$ cat src/rtl/bkm_serial_rx.sv
// bkm_serial_rx -- serial word receiver with a first-word-fall-through output FIFO.
//
// The serial clock, data and chip select arrive already filtered and synchronous
// to clk. While chip select is low, words are shifted in MSB first on sck rises.
// Each complete word goes into a small FIFO that the consumer drains with
// rd_valid/rd_ready.
//
// Ports:
//   clk        system clock, all logic on its rising edge
//   rst        synchronous, active-high reset
//   sck_f      filtered serial clock
//   sdi_f      filtered serial data
//   cs_n_f     filtered chip select, active low
//   rd_ready   consumer takes rd_data this cycle
//   rd_data    FIFO head word (zero while empty)
//   rd_valid   FIFO not empty
//   busy       receiver inside a frame (SHIFT)
//   frame_err  one-cycle pulse when a frame ends in the middle of a word
//   overrun    one-cycle pulse when a completed word is dropped on a full FIFO
//   err_cnt    saturating count of frame_err + overrun pulses
//              (present only when BKM_RX_ERRCNT_EN is defined)
//
// Build option: define BKM_RX_ERRCNT_EN to add the err_cnt port and its counter.
//
// state | meaning
// ------+---------------------------------------------------------------
// IDLE  | chip select inactive; sck and sdi are ignored
// SHIFT | inside a frame; sck rises shift bits in, every DATA_W bits a word
//       | is written to the FIFO

module bkm_serial_rx #(
  parameter int DATA_W     = 8,
  parameter int FIFO_DEPTH = 4
) (
  input  logic              clk,
  input  logic              rst,
  input  logic              sck_f,
  input  logic              sdi_f,
  input  logic              cs_n_f,
  input  logic              rd_ready,
  output logic [DATA_W-1:0] rd_data,
  output logic              rd_valid,
  output logic              busy,
  output logic              frame_err,
  output logic              overrun
`ifdef BKM_RX_ERRCNT_EN
  ,
  output logic [7:0]        err_cnt
`endif
);

  localparam int CNT_W = $clog2(DATA_W + 1);
  localparam int PTR_W = (FIFO_DEPTH > 1) ? $clog2(FIFO_DEPTH) : 1;
  localparam logic [CNT_W-1:0] LAST_BIT = CNT_W'(DATA_W - 1);
  localparam logic [PTR_W:0]   FULL_CNT = (PTR_W + 1)'(FIFO_DEPTH);

  typedef enum logic {
    S_IDLE  = 1'b0,
    S_SHIFT = 1'b1
  } state_t;

  state_t            state, state_nxt;
  logic              sck_q, cs_q;
  logic              sck_rise, cs_fall, cs_rise;
  logic [CNT_W-1:0]  bit_cnt, bit_cnt_nxt;
  logic [DATA_W-1:0] shift_reg, shift_nxt;
  logic [DATA_W-1:0] wr_word;
  logic              wr_en;
  logic              ferr_nxt;

  logic [DATA_W-1:0] mem [FIFO_DEPTH];
  logic [PTR_W-1:0]  wr_ptr, rd_ptr;
  logic [PTR_W:0]    count;
  logic              full, push, pop, ovr_nxt;

  // Edge detection on the already-synchronous inputs.
  assign sck_rise = sck_f & ~sck_q;
  assign cs_fall  = ~cs_n_f & cs_q;
  assign cs_rise  = cs_n_f & ~cs_q;

  // The completing bit goes straight into the FIFO word, so the write
  // happens on the same clk edge that samples the final sck rise.
  assign wr_word = {shift_reg[DATA_W-2:0], sdi_f};

  always_ff @(posedge clk) begin
    if (rst) begin
      state     <= S_IDLE;
      bit_cnt   <= '0;
      shift_reg <= '0;
      sck_q     <= 1'b0;
      cs_q      <= 1'b1;
    end else begin
      state     <= state_nxt;
      bit_cnt   <= bit_cnt_nxt;
      shift_reg <= shift_nxt;
      sck_q     <= sck_f;
      cs_q      <= cs_n_f;
    end
  end

  always_comb begin
    state_nxt   = state;
    bit_cnt_nxt = bit_cnt;
    shift_nxt   = shift_reg;
    wr_en       = 1'b0;
    ferr_nxt    = 1'b0;
    case (state)
      S_IDLE: begin
        if (cs_fall) begin
          state_nxt   = S_SHIFT;
          bit_cnt_nxt = '0;
        end
      end
      S_SHIFT: begin
        // Chip select release wins over a coincident sck rise.
        if (cs_rise) begin
          state_nxt   = S_IDLE;
          bit_cnt_nxt = '0;
          ferr_nxt    = (bit_cnt != '0);
        end else if (cs_fall) begin
          bit_cnt_nxt = '0;
        end else if (sck_rise) begin
          shift_nxt = wr_word;
          if (bit_cnt == LAST_BIT) begin
            wr_en       = 1'b1;
            bit_cnt_nxt = '0;
          end else begin
            bit_cnt_nxt = bit_cnt + 1'b1;
          end
        end
      end
      default: begin
        state_nxt   = S_IDLE;
        bit_cnt_nxt = '0;
      end
    endcase
  end

  assign busy = (state == S_SHIFT);

  // FIFO: power-of-two depth so the pointers wrap naturally; occupancy
  // count 0..FIFO_DEPTH distinguishes full from empty.
  assign rd_valid = (count != '0);
  assign full     = (count == FULL_CNT);
  assign pop      = rd_valid & rd_ready;
  // A pop in the same cycle frees the slot, so a full FIFO still accepts.
  assign push     = wr_en & (~full | pop);
  assign ovr_nxt  = wr_en & full & ~pop;
  assign rd_data  = rd_valid ? mem[rd_ptr] : '0;

  always_ff @(posedge clk) begin
    if (push) begin
      mem[wr_ptr] <= wr_word;
    end
  end

  always_ff @(posedge clk) begin
    if (rst) begin
      wr_ptr    <= '0;
      rd_ptr    <= '0;
      count     <= '0;
      frame_err <= 1'b0;
      overrun   <= 1'b0;
    end else begin
      frame_err <= ferr_nxt;
      overrun   <= ovr_nxt;
      if (push) begin
        wr_ptr <= wr_ptr + 1'b1;
      end
      if (pop) begin
        rd_ptr <= rd_ptr + 1'b1;
      end
      case ({push, pop})
        2'b10:   count <= count + 1'b1;
        2'b01:   count <= count - 1'b1;
        default: count <= count;
      endcase
    end
  end

`ifdef BKM_RX_ERRCNT_EN
  // Counts in step with the pulses, so err_cnt already includes a pulse
  // on the cycle that pulse is visible.
  always_ff @(posedge clk) begin
    if (rst) begin
      err_cnt <= 8'd0;
    end else if ((ferr_nxt | ovr_nxt) && (err_cnt != 8'hFF)) begin
      err_cnt <= err_cnt + 8'd1;
    end
  end
`endif

endmodule

$ cat config.mk
export PLATFORM = sky130hd
export DESIGN_NAME = bkm_serial_rx
export DESIGN_NICKNAME = d
export VERILOG_FILES = /design/src/rtl/bkm_serial_rx.sv
export SDC_FILE = /design/constraint.sdc
export NUM_CORES = 1
export LEC_CHECK = 0
export CELL_PAD_IN_SITES_DETAIL_PLACEMENT = 1
export CELL_PAD_IN_SITES_GLOBAL_PLACEMENT = 2
export CORE_ASPECT_RATIO = 1.75
export CORE_MARGIN = 1.5
export CORE_UTILIZATION = 41
export DETAILED_ROUTE_END_ITERATION = 10
export PLACE_DENSITY = 0.79
export SETUP_SLACK_MARGIN = 0.02
export SYNTH_ARGS = -nofsm -noshare
export SYNTH_HDL_FRONTEND = slang
export SYNTH_SLANG_ARGS = --single-unit
$ cat constraint.sdc
create_clock -name clk -period 2.9 [get_ports clk]
set_input_delay 0.58 -clock clk [delete_from_list [all_inputs] [get_ports clk]]
set_output_delay 0.58 -clock clk [all_outputs]
set_load 0.05 [all_outputs]
# ---- Word-level counts from Yosys, hierarchy flattened
# Memories as Yosys holds them, arrays and structs flattened. A register that Yosys moved wholly into a read port is not among the register bits.
# Index checks and enable logic that the tools add are counted.
dict set report totals {
  reg_bits 23
  inputBits 6
  output_inout_bits 12
  ram_bits 32
  elab_cells 64
  memories 1
}
dict set report op_classes {
  eq_ne 6
  mux 20
  n_addsub 5
  bitwise_logic 16
  reduce_logical 6
}
# name words width rd rd_clocked_by_memory_dff write_ports line
set memory_table {}
lappend memory_table {mem 4 8 1 1 1 71} ;# logic [DATA_W-1:0] mem [FIFO_DEPTH];
# operator n
set op_table {}
lappend op_table {{4-bit 2-to-1 mux} 5}
lappend op_table {{1-bit 2-to-1 mux} 9}
lappend op_table {{8-bit 2-to-1 mux} 1}
lappend op_table {{1-bit NOT} 8}
lappend op_table {{4-bit case mux with 2 select lines} 1}
lappend op_table {{1-bit AND} 7}
lappend op_table {{3-bit case mux with 2 select lines} 1}
lappend op_table {{2-bit by 1-bit adder with 2-bit output, second input constant} 2}
lappend op_table {{4-bit by 1-bit adder with 4-bit output, second input constant} 1}
lappend op_table {{4-bit by 3-bit equality test with 1-bit output, second input constant} 1}
lappend op_table {{2-bit 2-to-1 mux} 2}
lappend op_table {{4-bit by 1-bit inequality test with 1-bit output, second input constant} 1}
lappend op_table {{4-bit AND reduction} 1}
lappend op_table {{4-bit nonzero test} 1}
lappend op_table {{3-bit by 1-bit adder with 3-bit output, second input constant} 1}
lappend op_table {{3-bit equality test, second input constant} 1}
lappend op_table {{3-bit nonzero test} 1}
lappend op_table {{3-bit OR reduction} 1}
lappend op_table {{3-bit by 1-bit subtractor with 3-bit output, second input constant} 1}
lappend op_table {{2-bit by 1-bit equality test with 1-bit output, second input constant} 1}
lappend op_table {{2-bit equality test, second input constant} 1}
lappend op_table {{2-bit inequality test, second input constant} 1}
lappend op_table {{1-bit case mux with 2 select lines} 1}
lappend op_table {{2-bit AND reduction} 1}
lappend op_table {{other kinds (2)} 2}

# ---- Longest topological paths before layout
# Gate-level depths: netlist of run 1.
dict set report depth {
  word_depth 9
  mapped_depth 11
  mapped_depth_nobuf 11
}

# ---- Least setup slack after synthesis of run 1
# Ideal clock, no wire load.
dict set report synth_path {
  kind {in2reg}
  from {in cs_n_f}
  to {reg count[2]}
  path_slack_ns 0.209
  required_ns 2.829
  path_buffers 0
  setup_ns 0.071
  arrival_time_ns 2.621
  path_stages 11
  path_cell_list {inv_1 -> ha_1 -> or3b_4 -> nor4b_4 -> inv_1 -> ha_1 -> inv_1 -> fa_1 -> xor2_1 -> or3_1 -> a21oi_1}
}
dict set report synth_between {
  elab_chain_len 8
  word_cells_on_any_way 11
  cone_classes {eq/ne (2); mux (4); bitwise (4); reduce/logical (1)}
}
# item line
set synth_rtl {}
lappend synth_rtl {{start: declaration} 39} ;# input logic cs_n_f,
lappend synth_rtl {{1-bit NOT} 78} ;# assign cs_fall = ~cs_n_f & cs_q;
lappend synth_rtl {{1-bit AND} 78}
lappend synth_rtl {{1-bit 2-to-1 mux} 120} ;# end else if (cs_fall) begin
lappend synth_rtl {{1-bit 2-to-1 mux (*)} 116} ;# if (cs_rise) begin
lappend synth_rtl {{1-bit 2-to-1 mux (*)} 107} ;# case (state)
lappend synth_rtl {{1-bit AND (*)} 147} ;# assign push = wr_en & (~full | pop);
lappend synth_rtl {{2-bit by 1-bit equality test with 1-bit output / 2-bit equality test (equally long branches)} 173} ;# case ({push, pop})
lappend synth_rtl {{3-bit case mux with 2 select lines / 2-bit nonzero test (equally long branches)} --}
lappend synth_rtl {{end signal: assignment} 174} ;# 2'b10: count <= count + 1'b1;
lappend synth_rtl {{end signal: assignment} 175} ;# 2'b01: count <= count - 1'b1;
lappend synth_rtl {{end signal: assignment} 176} ;# default: count <= count;
lappend synth_rtl {{end: declaration} 73} ;# logic [PTR_W:0] count;
# Mark *: on every way between the ends. The rest lies on a longest branch, timed or not.
# A chain may end at the register's enable or synchronous reset.

==> results of run 1 <==
==> final cells by class <==
cell class	count	area (um2)	share of cell area, %
Tap cell	76	95.1	3.31
Clock inverter	7	47.5	1.65
Clock buffer	9	124	4.31
Multi-Input combinational cell	98	850	29.6
Sequential cell	57	1460	50.8
Inverter	11	41.3	1.44
Timing Repair Buffer	26	255	8.88
==> kinds of logic after synthesis <==
logic type	synth area share [%]
flip-flops	61.5
AND/OR/NAND/NOR	14.2
buffers and inverters	2.74
multiplexers	11.0
AO/OA/AOI/OAI	3.16
adder cells (fa/ha/maj)	5.58
XOR/XNOR	1.84
==> worst max path at each step <==
| stage | startpoint | end | slack (ns) | depth (start not counted) |
|---|---|---|---|---|
| floorplan | cs_n_f | count[2] | 0.21 | 11 |
| global placement | cs_n_f | count[2] | -0.20 | 12 |
| detailed placement | cs_n_f | count[2] | -0.31 | 12 |
| CTS | cs_n_f | count[2] | 0.04 | 12 |
| global route | flop | rd_data[3] | 0.02 | 4 |
| finish | flop | rd_data[5] | 0.10 | 4 |
==> worst register-to-register path: stages (launching register included) <==
cell and delay, ns:
dfxtp_1 0.34, or4b_1 0.59, nor4b_4 0.17, inv_1 0.06, ha_1 0.16, inv_1 0.05, fa_1 0.37, xor2_1 0.16
or3_1 0.32, a21oi_1 0.16
==> power by group <==
part           switching (mW)  leakage [nW]  internal [mW]
registers             0.00392         0.522          0.849
clock network           0.318        0.0850          0.307
logic                  0.0277         0.575         0.0224
total                   0.349          1.18           1.18
==> cells in the mapped netlist <==
| master | n |
|---|---|
| a2111oi_0 | 1 |
| a211oi_1 | 1 |
| a21oi_1 | 7 |
| a31o_2 | 1 |
| and2_1 | 9 |
| and2_2 | 4 |
| buf_2 | 1 |
| clkbuf_1 | 5 |
| dfxtp_1 | 25 |
| edfxtp_1 | 32 |
| fa_1 | 1 |
| ha_1 | 9 |
| inv_1 | 11 |
| mux2i_1 | 8 |
| mux4_2 | 8 |
| nand2_1 | 3 |
| nand2b_4 | 1 |
| nand3_1 | 2 |
| nand3b_1 | 3 |
| nand4b_1 | 1 |
| nor2_1 | 18 |
| nor2b_1 | 1 |
| nor3_1 | 1 |
| nor3b_1 | 1 |
| nor4b_4 | 1 |
| o21ai_0 | 3 |
| or2_2 | 1 |
| or3_1 | 2 |
| or3_2 | 2 |
| or3b_4 | 1 |
| or4b_1 | 2 |
| or4b_2 | 1 |
| xnor2_1 | 2 |
| xor2_1 | 3 |
==> cell usage in the layout (no fill, tap or decap), types with 3 or more instances in the layout <==
master / n
clkdlybuf4s50_1: 10
and2_1: 9
o21ai_0: 3
mux2i_1: 8
ha_1: 9
mux4_2: 8
and2_2: 4
xor2_1: 3
dfxtp_1: 25
a21oi_1: 7
clkbuf_8: 9
buf_4: 9
inv_1: 11
nor2_1: 18
clkinv_2: 3
nand3b_1: 3
nand2_1: 3
edfxtp_1: 32
dlymetal6s2s_1: 7
==> what timing repair did <==
item / CTS / global route
resized for setup: 0 / 7
buffers inserted: 0 / 1
endpoints found under the setup margin: 0 / 8
==> routing by layer <==
layer / GRT usage, % / up-vias / wire [um]
met2: 29.3 / 28 / 2570
met5: 0 / - / 0
met3: 4.49 / 9 / 131
met1: 17.1 / 698 / 1680
li1: - / 677 / -
met4: 9.47 / 0 / 96
==> metrics by stage <==
stage	cells	utilization (%)	area (um2)
6_report	284	51.5	2870
5_1_grt	284	51.5	2870
4_1_cts	283	51.0	2850
3_5_place_dp	267	47.9	2680
3_3_place_gp	267	47.9	2680
2_1_floorplan	172	-	2380
==> metrics.md, run 1 <==
| Metric | Value |
|---|---|
| Post-route setup slack | between 0.1 and 0.15 ns |
| CTS tree | done |
| Setup TNS | 0 ns |
| Initial antenna violation count | 0 |
| Root Driver | clkbuf_8 |
| Wirelength per Cell | 15.8 um |
| Final WL | 4480 um |
| Synth cell types | 34 |
| Top cell type by total area after synthesis | edfxtp_1 |
| # fillers | 598 |
| Inserted Clock Buffers | 9 |
| FP Rows | 36 |
| R2R Path End | count[2] |
| Initial Util | 42.5% |
| Vias | 1412 |
| Nets | about 220 |
| Worst Skew | 0.00855 ns |
| Die span in y | 104 um |
| Placement Setup Slack | -0.314 ns |
| Hold_ws | between 0.5 and 0.6 ns |
| Top cells by area, synth | edfxtp_1, dfxtp_1, mux4_2 |
| Mapped Cells | 172 |
| Area of the core | 5590 um2 |
| Static leakage | roughly 1.2 nW |
| Crit Path Category | flop to primary output |
| CTS HTree Levels | 3 |
| Fmax | 0.358 GHz |
| CP endpoint kind | primary output |
| Hold_sp | bit_cnt[1] |
| Setup slack, reg-to-reg | 0.46 ns |
| # Max-Cap Violations | 0 |
| Die ar. | 6280 um2 |
| Top cell type's share of synthesized area | between 40% and 50% |
| Hpwl dp | 3330 um |
| Worst path bufs/invs | 2 |
| Crit path arrival time | approximately 2.2 ns |
| Critical Path, Cell by Cell | buf_4 -> mux4_2 -> and2_1 -> clkdlybuf4s50_1 |
| Worst-path clk slew | 0.07 ns |
| Rel. slew slack | 66.2% |
| Ant diodes | 0 |
| Clock latency on the worst-skew pair | around 0.33 ns |
| WHS Path Cells | 2 |
| Outcome | finished, final reports clean |
| Largest stage delay, worst path | approximately 0.69 ns |
| Register area share after synthesis | approximately 62% |
| Worst path slowest cell | clkdlybuf4s50_1 |
| Tot Pwr | 1.53 mW |
| Cells on worst reg2reg path | 9 |
| Placer Congestion | 0.723 |
| Endpoint, Worst Hold | bit_cnt[1] |
| FF-to-FF Start | count[0] |
| Final worst-path cycle share | 96.4% |
| Worst Path Required | 2.32 ns |
| Final Setup Violations | 0 |
| Slew Limit Fails | 0 |
| Antenna Violating Nets Remaining | 0 |
| Chip width | 60.5 um |
| Post-CTS Hold Fix Bufs | 0 |
| Final global-route overflow total | 0 |
| Min cycle time layout | 2.80 ns |
| CP startpoint kind | flop |
| Delay-heaviest family, CP | buffers and inverters |
| Number of global-route vias before repair | 1587 |
| Area Growth Syn to Fin | 21.0% |
| DR pass1 iterations | 4 |
| Port Buffers | 17 |
| CTS max path bufs | 2 |
| Post-Syn Area | 2380 um2 |
| Critical path peak fanout | 8 |
| Synthesized Nets | 188 |
| Power per cell area | between 500 and 600 nW/um2 |
| Worst-Margin Slew | 0.507 ns |
| Layout cells sized above 1 | ~22% |
| Hold Vio Cnt, Final | 0 |
| Max FFs per register | 32 |
| Hold crit path type | flop to flop |
| Initial drt markers | 17 |
| Syn avg cell area | ~14 um2 |
| Tot GR Track Use | between 15 and 20% |
| #FFs+latches synth | 57 |
| Ys Warns | 0 |
| Pin count of the biggest net entering global routing | 25 |
| Unrepaired setup endpoints after global routing | no |
| Clock sinks | 57 |
| Peak VDD IR | 0.234 mV |
| First-pass GRT wire length | 7710 um |
| DRC | 0 |
| I/O pins | 18 |
| Vias per std cell | about 5.0 |
Power figures use the tool's default switching activity.
==> inputs of run 2 (changes only) <==
CORE_ASPECT_RATIO = 2   (was 1.75)
CTS_CLUSTER_DIAMETER = 120   (was unset)
==> run 2 against run 1 <==
Routed wire length rose by 3.7%. Power rose by 17%. Sequential share of layout area is 1.1 points lower. Global-route usage is 0.25 points higher. Setup slack improved by 0.016 ns. Via count shrank 0.28%. Register-to-register slack barely moved. Sequential power barely moved. Highest routed layer unchanged. Critical endpoint unchanged. Clock skew fell by 0.0038 ns.
==> metrics.md, run 2 (synthesis gave the netlist of run 1 again) <==
| Metric | Value |
|---|---|
| Tot GR Track Use | 17.1% (+0.25 points) |
| Worst Skew | 0.00473 ns (-0.00382 ns) |
| Worst-path clk slew | 0.05 ns (-0.02 ns) |
| Clock latency on the worst-skew pair | 0.31 ns (-0.02 ns) |
| Initial antenna violation count | 0 (unchanged) |
| Clock sinks | 57 (unchanged) |
| Post-CTS Hold Fix Bufs | 0 (unchanged) |
| Vias | 1408 (-0.28%) |
| Cells on worst reg2reg path | 11 (+2) |
| Final Setup Violations | 0 (unchanged) |
| Crit Path Category | flop to primary output |
| Die ar. | 6290 um2 (+0.16%) |
| Hold_sp | bit_cnt[1] |
| Area Growth Syn to Fin | 23.5% |
| Hold crit path type | flop to flop |
| Worst-Margin Slew | 0.501 ns (-0.00517 ns) |
| Ant diodes | 0 (unchanged) |
| Static leakage | 1.12 nW (-5.4%) |
| Chip width | 56.8 um (-6.1%) |
| DR pass1 iterations | 4 (unchanged) |
| Final worst-path cycle share | 95.9% (-0.54 points) |
| Placement Setup Slack | -0.319 ns (-0.00478 ns) |
| FF-to-FF Start | cs_q |
| Initial Util | 42.0% (-0.56 points) |
| Critical path peak fanout | 8 (unchanged) |
| Setup slack, reg-to-reg | 0.45 ns (about the same) |
| CTS max path bufs | 2 (unchanged) |
| CP endpoint kind | primary output |
| Crit path arrival time | 2.20 ns (-0.02 ns) |
| R2R Path End | count[2] |
| Min cycle time layout | 2.78 ns (-0.0157 ns) |
| Final global-route overflow total | 0 (unchanged) |
| DRC | 0 (unchanged) |
| DP Area | 2660 um2 (-0.70%) |
| Nets | 220 (+0.46%) |
| Tot Pwr | 1.78 mW (+17%) |
| Final WL | 4650 um (+3.7%) |
| WHS Path Cells | 2 (unchanged) |
| Peak VDD IR | 0.512 mV (+120%) |
| Slew Limit Fails | 0 (unchanged) |
| Commonest non-fill, non-tap cell in the layout | edfxtp_1 |
| Placed insts | 252 (-5.6%) |
| Area of the core | 5660 um2 (+1.3%) |
| Antenna Violating Nets Remaining | 0 (unchanged) |
| # Max-Cap Violations | 0 (unchanged) |
| Wirelength per Cell | 17.3 um (+9.4%) |
| Die span in y | 111 um (+6.7%) |
| Hpwl dp | 3540 um (+6.2%) |
| Non-filler cells, final | 269 (-5.3%) |
| Endpoint, Worst Hold | bit_cnt[1] |
| CTS HTree Levels | 3 (unchanged) |
| First-pass GRT wire length | 7930 um (+2.8%) |
| Most frequent cells in the layout | edfxtp_1, dfxtp_1, nor2_1 |
| Post-route setup slack | 0.119 ns (+0.0157 ns) |
| Layout cells sized above 1 | 21.6% (unchanged) |
| # fillers | 579 (-3.2%) |
| Power per cell area | 607 nW/um2 (+14%) |
| Initial drt markers | 11 (-6) |
| CP startpoint kind | flop |
| Placer Congestion | 0.751 (+3.9%) |
| Rel. slew slack | 66.5% (+0.29 points) |
| Root Driver | clkbuf_16 |
| Port Buffers | 17 (unchanged) |
| Number of global-route vias before repair | 1619 (+2.0%) |
| Pin count of the biggest net entering global routing | 25 (unchanged) |
| Inserted Clock Buffers | 9 (unchanged) |
| Unrepaired setup endpoints after global routing | no |
| FP Rows | 39 (+8.3%) |
| Outcome | finished, final reports clean |
| Max FFs per register | 32 (unchanged) |
| I/O pins | 18 (unchanged) |
| Hold Vio Cnt, Final | 0 (unchanged) |
| CTS tree | done |
| Vias per std cell | 5.23 (+5.3%) |
| Final instance area | 2940 um2 (+2.1%) |
| Worst Path Required | 2.32 ns (about the same) |
| Fmax | 0.360 GHz (+0.56%) |
==> run 2: cell count changes in the layout (fill, tap and decap cells not counted), moves of 2 or more <==
cell,change
clkdlybuf4s50_1,+6
clkinvlp_4,-2
clkbuf_16,+9
clkbuf_8,-9
clkinv_4,-2
dlymetal6s2s_1,-6
==> run 2: layer usage <==
metal  part of all wire [%]  up-vias  GRT usage (%)  wire [um]
li1                       -      682              -          -
met1                     32      696           15.2       1490
met2                     64       26           33.6       2950
met3                    3.0        4           4.08        139
met4                    1.3        0           7.91         59
met5                      0        -              0          0
==> run 2: final cells by class <==
class / instances / area (um2) / share of cell area (%)
clock buffer: 10 / 229 / 7.80
clock inverter: 5 / 23.8 / 0.810
inverter: 11 / 41.3 / 1.41
multi-input combinational: 98 / 856 / 29.2
sequential: 57 / 1460 / 49.8
tap: 61 / 76.3 / 2.60
timing repair buffer: 27 / 248 / 8.44
==> run 2: what timing repair did <==
item,in CTS,in global routing
resized for setup,1,2
gates cloned,0,0
pin swaps,2,1
endpoints found under the setup margin,2,2
setup buffers,1,1
==> run 2: worst max-delay path: stages (launching register included) <==
cell and delay [ns]:
dfxtp_1 0.30, buf_4 0.20, mux4_2 0.51, and2_1 0.17, clkdlybuf4s50_1 0.70
==> run 2: worst max path at each step <==
stage,cells after the start,end,startpoint
2_1_floorplan,11,count[2],cs_n_f
3_3_place_gp,12,count[2],cs_n_f
3_5_place_dp,12,count[2],cs_n_f
4_1_cts,12,count[2],cs_n_f
5_1_grt,10,count[2],rd_ready
6_report,4,rd_data[5],flop
==> run 2: through the flow <==
stage | utilization, % | TNS (ns) | hold WS, ns
after floorplan | - | 0 | 0.460
after global placement | 47.0 | -0.369 | 0.479
after detailed placement | 47.0 | -0.757 | 0.501
after CTS | 51.6 | 0 | 0.509
after global routing | 51.9 | 0 | 0.540
final | 51.9 | 0 | 0.499
==> run 2: power by group <==
| group | switching, mW | leakage (nW) | internal, mW | total [mW] |
|---|---|---|---|---|
| combinational | 0.0282 | 0.467 | 0.0225 | 0.0507 |
| sequential | 0.00391 | 0.522 | 0.852 | 0.856 |
| clock | 0.315 | 0.129 | 0.560 | 0.875 |
| total | 0.347 | 1.12 | 1.43 | 1.78 |
==> inputs of run 3 (changes only) <==
PLACE_DENSITY = unset   (was 0.79)
PLACE_DENSITY_LB_ADDON = 0.3   (was unset)
==> run 3 against run 2 <==
Global-route usage hardly changed. Clock power is 12% higher. Register-to-register slack got worse by 0.05 ns. Combinational power barely moved. Sequential power hardly changed. Non-clock buffer count down 2. Die area stayed put. Critical path type unchanged.
==> metrics.md, run 3 (synthesis gave the netlist of run 1 again) <==
| Metric | Value |
|---|---|
| # Max-Cap Violations | 0 (unchanged) |
| Worst-path clk slew | 0.05 ns (about the same) |
| Rel. slew slack | 64.6% (-1.9 points) |
| Tot Pwr | 1.88 mW (+5.8%) |
| Worst path slowest cell | clkdlybuf4s50_1 |
| Inserted Clock Buffers | 9 (unchanged) |
| Final worst-path cycle share | 95.4% (-0.51 points) |
| Wirelength per Cell | 17.8 um (+2.8%) |
| Tot GR Track Use | 17.1% (+0.025 points) |
| Nets | 218 (-0.91%) |
| DR pass1 iterations | 4 (unchanged) |
| Final Setup Violations | 0 (unchanged) |
| DP Area | 2660 um2 (unchanged) |
| Initial antenna violation count | 0 (unchanged) |
| Post-CTS setup buffer count | 0 (-1) |
| Worst Skew | 0.00416 ns (-0.000571 ns) |
| Post-CTS Hold Fix Bufs | 0 (unchanged) |
| Final WL | 4760 um (+2.4%) |
| Area Growth Syn to Fin | 23.7% |
| Initial Util | 42.0% (unchanged) |
| Chip width | 56.8 um (unchanged) |
| Min cycle time layout | 2.77 ns (-0.0148 ns) |
| Power per cell area | 641 nW/um2 (+5.6%) |
| Layout cells sized above 1 | 19.8% (-1.8 points) |
| CTS max path bufs | 2 (unchanged) |
| Final instance area | 2940 um2 (+0.17%) |
| CTS tree | done |
| Outcome | finished, final reports clean |
| Root Driver | clkbuf_16 |
| Crit Path Category | flop to primary output |
| Vias | 1428 (+1.4%) |
| Hold Vio Cnt, Final | 0 (unchanged) |
| Delay-heaviest family, CP | buffers and inverters |
| Most frequent cells in the layout | edfxtp_1, dfxtp_1, nor2_1 |
| Hpwl dp | 3520 um (-0.52%) |
| I/O pins | 18 (unchanged) |
| Final global-route overflow total | 0 (unchanged) |
| Non-filler cells, final | 268 (-0.37%) |
| FP Rows | 39 (unchanged) |
| Crit path arrival time | 2.19 ns (about the same) |
| Die ar. | 6290 um2 (unchanged) |
| Placer Congestion | 0.751 (about the same) |
| Worst path bufs/invs | 2 (unchanged) |
| CTS HTree Levels | 3 (unchanged) |
| Clock sinks | 57 (unchanged) |
| Vias per std cell | 5.33 (+1.8%) |
| Hold_ws | 0.519 ns (+0.0196 ns) |
| Critical Path, Cell by Cell | buf_4 -> mux4_2 -> and2_1 -> clkdlybuf4s50_1 |
| Placed insts | 252 (unchanged) |
| Unrepaired setup endpoints after global routing | no |
| Hold crit path type | flop to flop |
| DRC | 0 (unchanged) |
| Largest stage delay, worst path | 0.69 ns (about the same) |
| First-pass GRT wire length | 7860 um (-0.87%) |
| Peak VDD IR | 0.496 mV (-3.2%) |
| Number of global-route vias before repair | 1635 (+0.99%) |
| Worst-Margin Slew | 0.528 ns (+0.0268 ns) |
| CP endpoint kind | primary output |
| Initial drt markers | 20 (+9) |
| Area of the core | 5660 um2 (unchanged) |
| CP startpoint kind | flop |
| Pin count of the biggest net entering global routing | 25 (unchanged) |
| Worst Path Required | 2.32 ns (about the same) |
| Slew Limit Fails | 0 (unchanged) |
| Setup TNS | 0 ns (unchanged) |
| Clock latency on the worst-skew pair | 0.32 ns (about the same) |
| Post_cts resized | 2 (+1) |
| Critical path peak fanout | 8 (unchanged) |
| Die span in y | 111 um (unchanged) |
| Max FFs per register | 32 (unchanged) |
| Port Buffers | 17 (unchanged) |
| Static leakage | 1.11 nW (-0.64%) |
| Commonest non-fill, non-tap cell in the layout | edfxtp_1 |
| Fmax | 0.361 GHz (+0.53%) |
| Ant diodes | 0 (unchanged) |
| Antenna Violating Nets Remaining | 0 (unchanged) |
[run 3: cell types whose count changed in the layout (fill, tap and decap cells not counted), sizes merged]
cell          delta
bufinv           +1
buf              -2
clkinv           -1
clkbuf           +1
dlygate4sd2      +1
dlymetal6s2s     -1
[run 3: layout make-up]
type                       instances  area (um2)
fill                             574        2720
sequential                        57        1460
multi-input combinational         98         852
clock buffer                      11         233
timing repair buffer              25         229
tap                               61        76.3
clock inverter                     5        47.5
inverter                          11        41.3
[run 3: worst paths after layout]
check | start | end | slack, ns | cells after the start
max | flop | rd_data[5] | 0.13 | 4
min | count[2] | count[2] | 0.52 | 2
max reg2reg | cs_q | count[2] | 0.40 | 11
min reg2reg | count[2] | count[2] | 0.52 | 2
[run 3: layer usage]
metal | part of all wire (%) | track usage (%) | vias to the layer above
met5 | 0 | 0 | -
met1 | 31 | 13.9 | 716
met2 | 63 | 34.8 | 28
met3 | 2.3 | 2.45 | 9
li1 | - | - | 675
met4 | 2.9 | 10.4 | 0
[run 3: where the power goes]
part / switching, mW / internal (mW) / leakage (nW)
Combinational: 0.0288 / 0.0223 / 0.450
Clock: 0.325 / 0.653 / 0.138
Sequential: 0.00388 / 0.852 / 0.522
[run 3: stage by stage]
| step | util [%] | setup slack (ns) |
|---|---|---|
| final | 51.9 | 0.134 |
| after detailed placement | 47.0 | -0.351 |
| after global routing | 51.9 | 0.0521 |
| after floorplan | - | 0.209 |
| after global placement | 47.0 | -0.204 |
| after CTS | 51.9 | 0.0920 |
[run 3: worst register-to-register path: cells and delay by family (launching register included)]
kind                       cells  cell delay [ns]
AOI/OAI and AO/OA              1             0.15
xor gates and xnor gates       1             0.08
adders and majority gates      3             0.62
buffers and inverters          3             0.21
DFF                            1             0.33
and+or+nand+nor                3             1.05
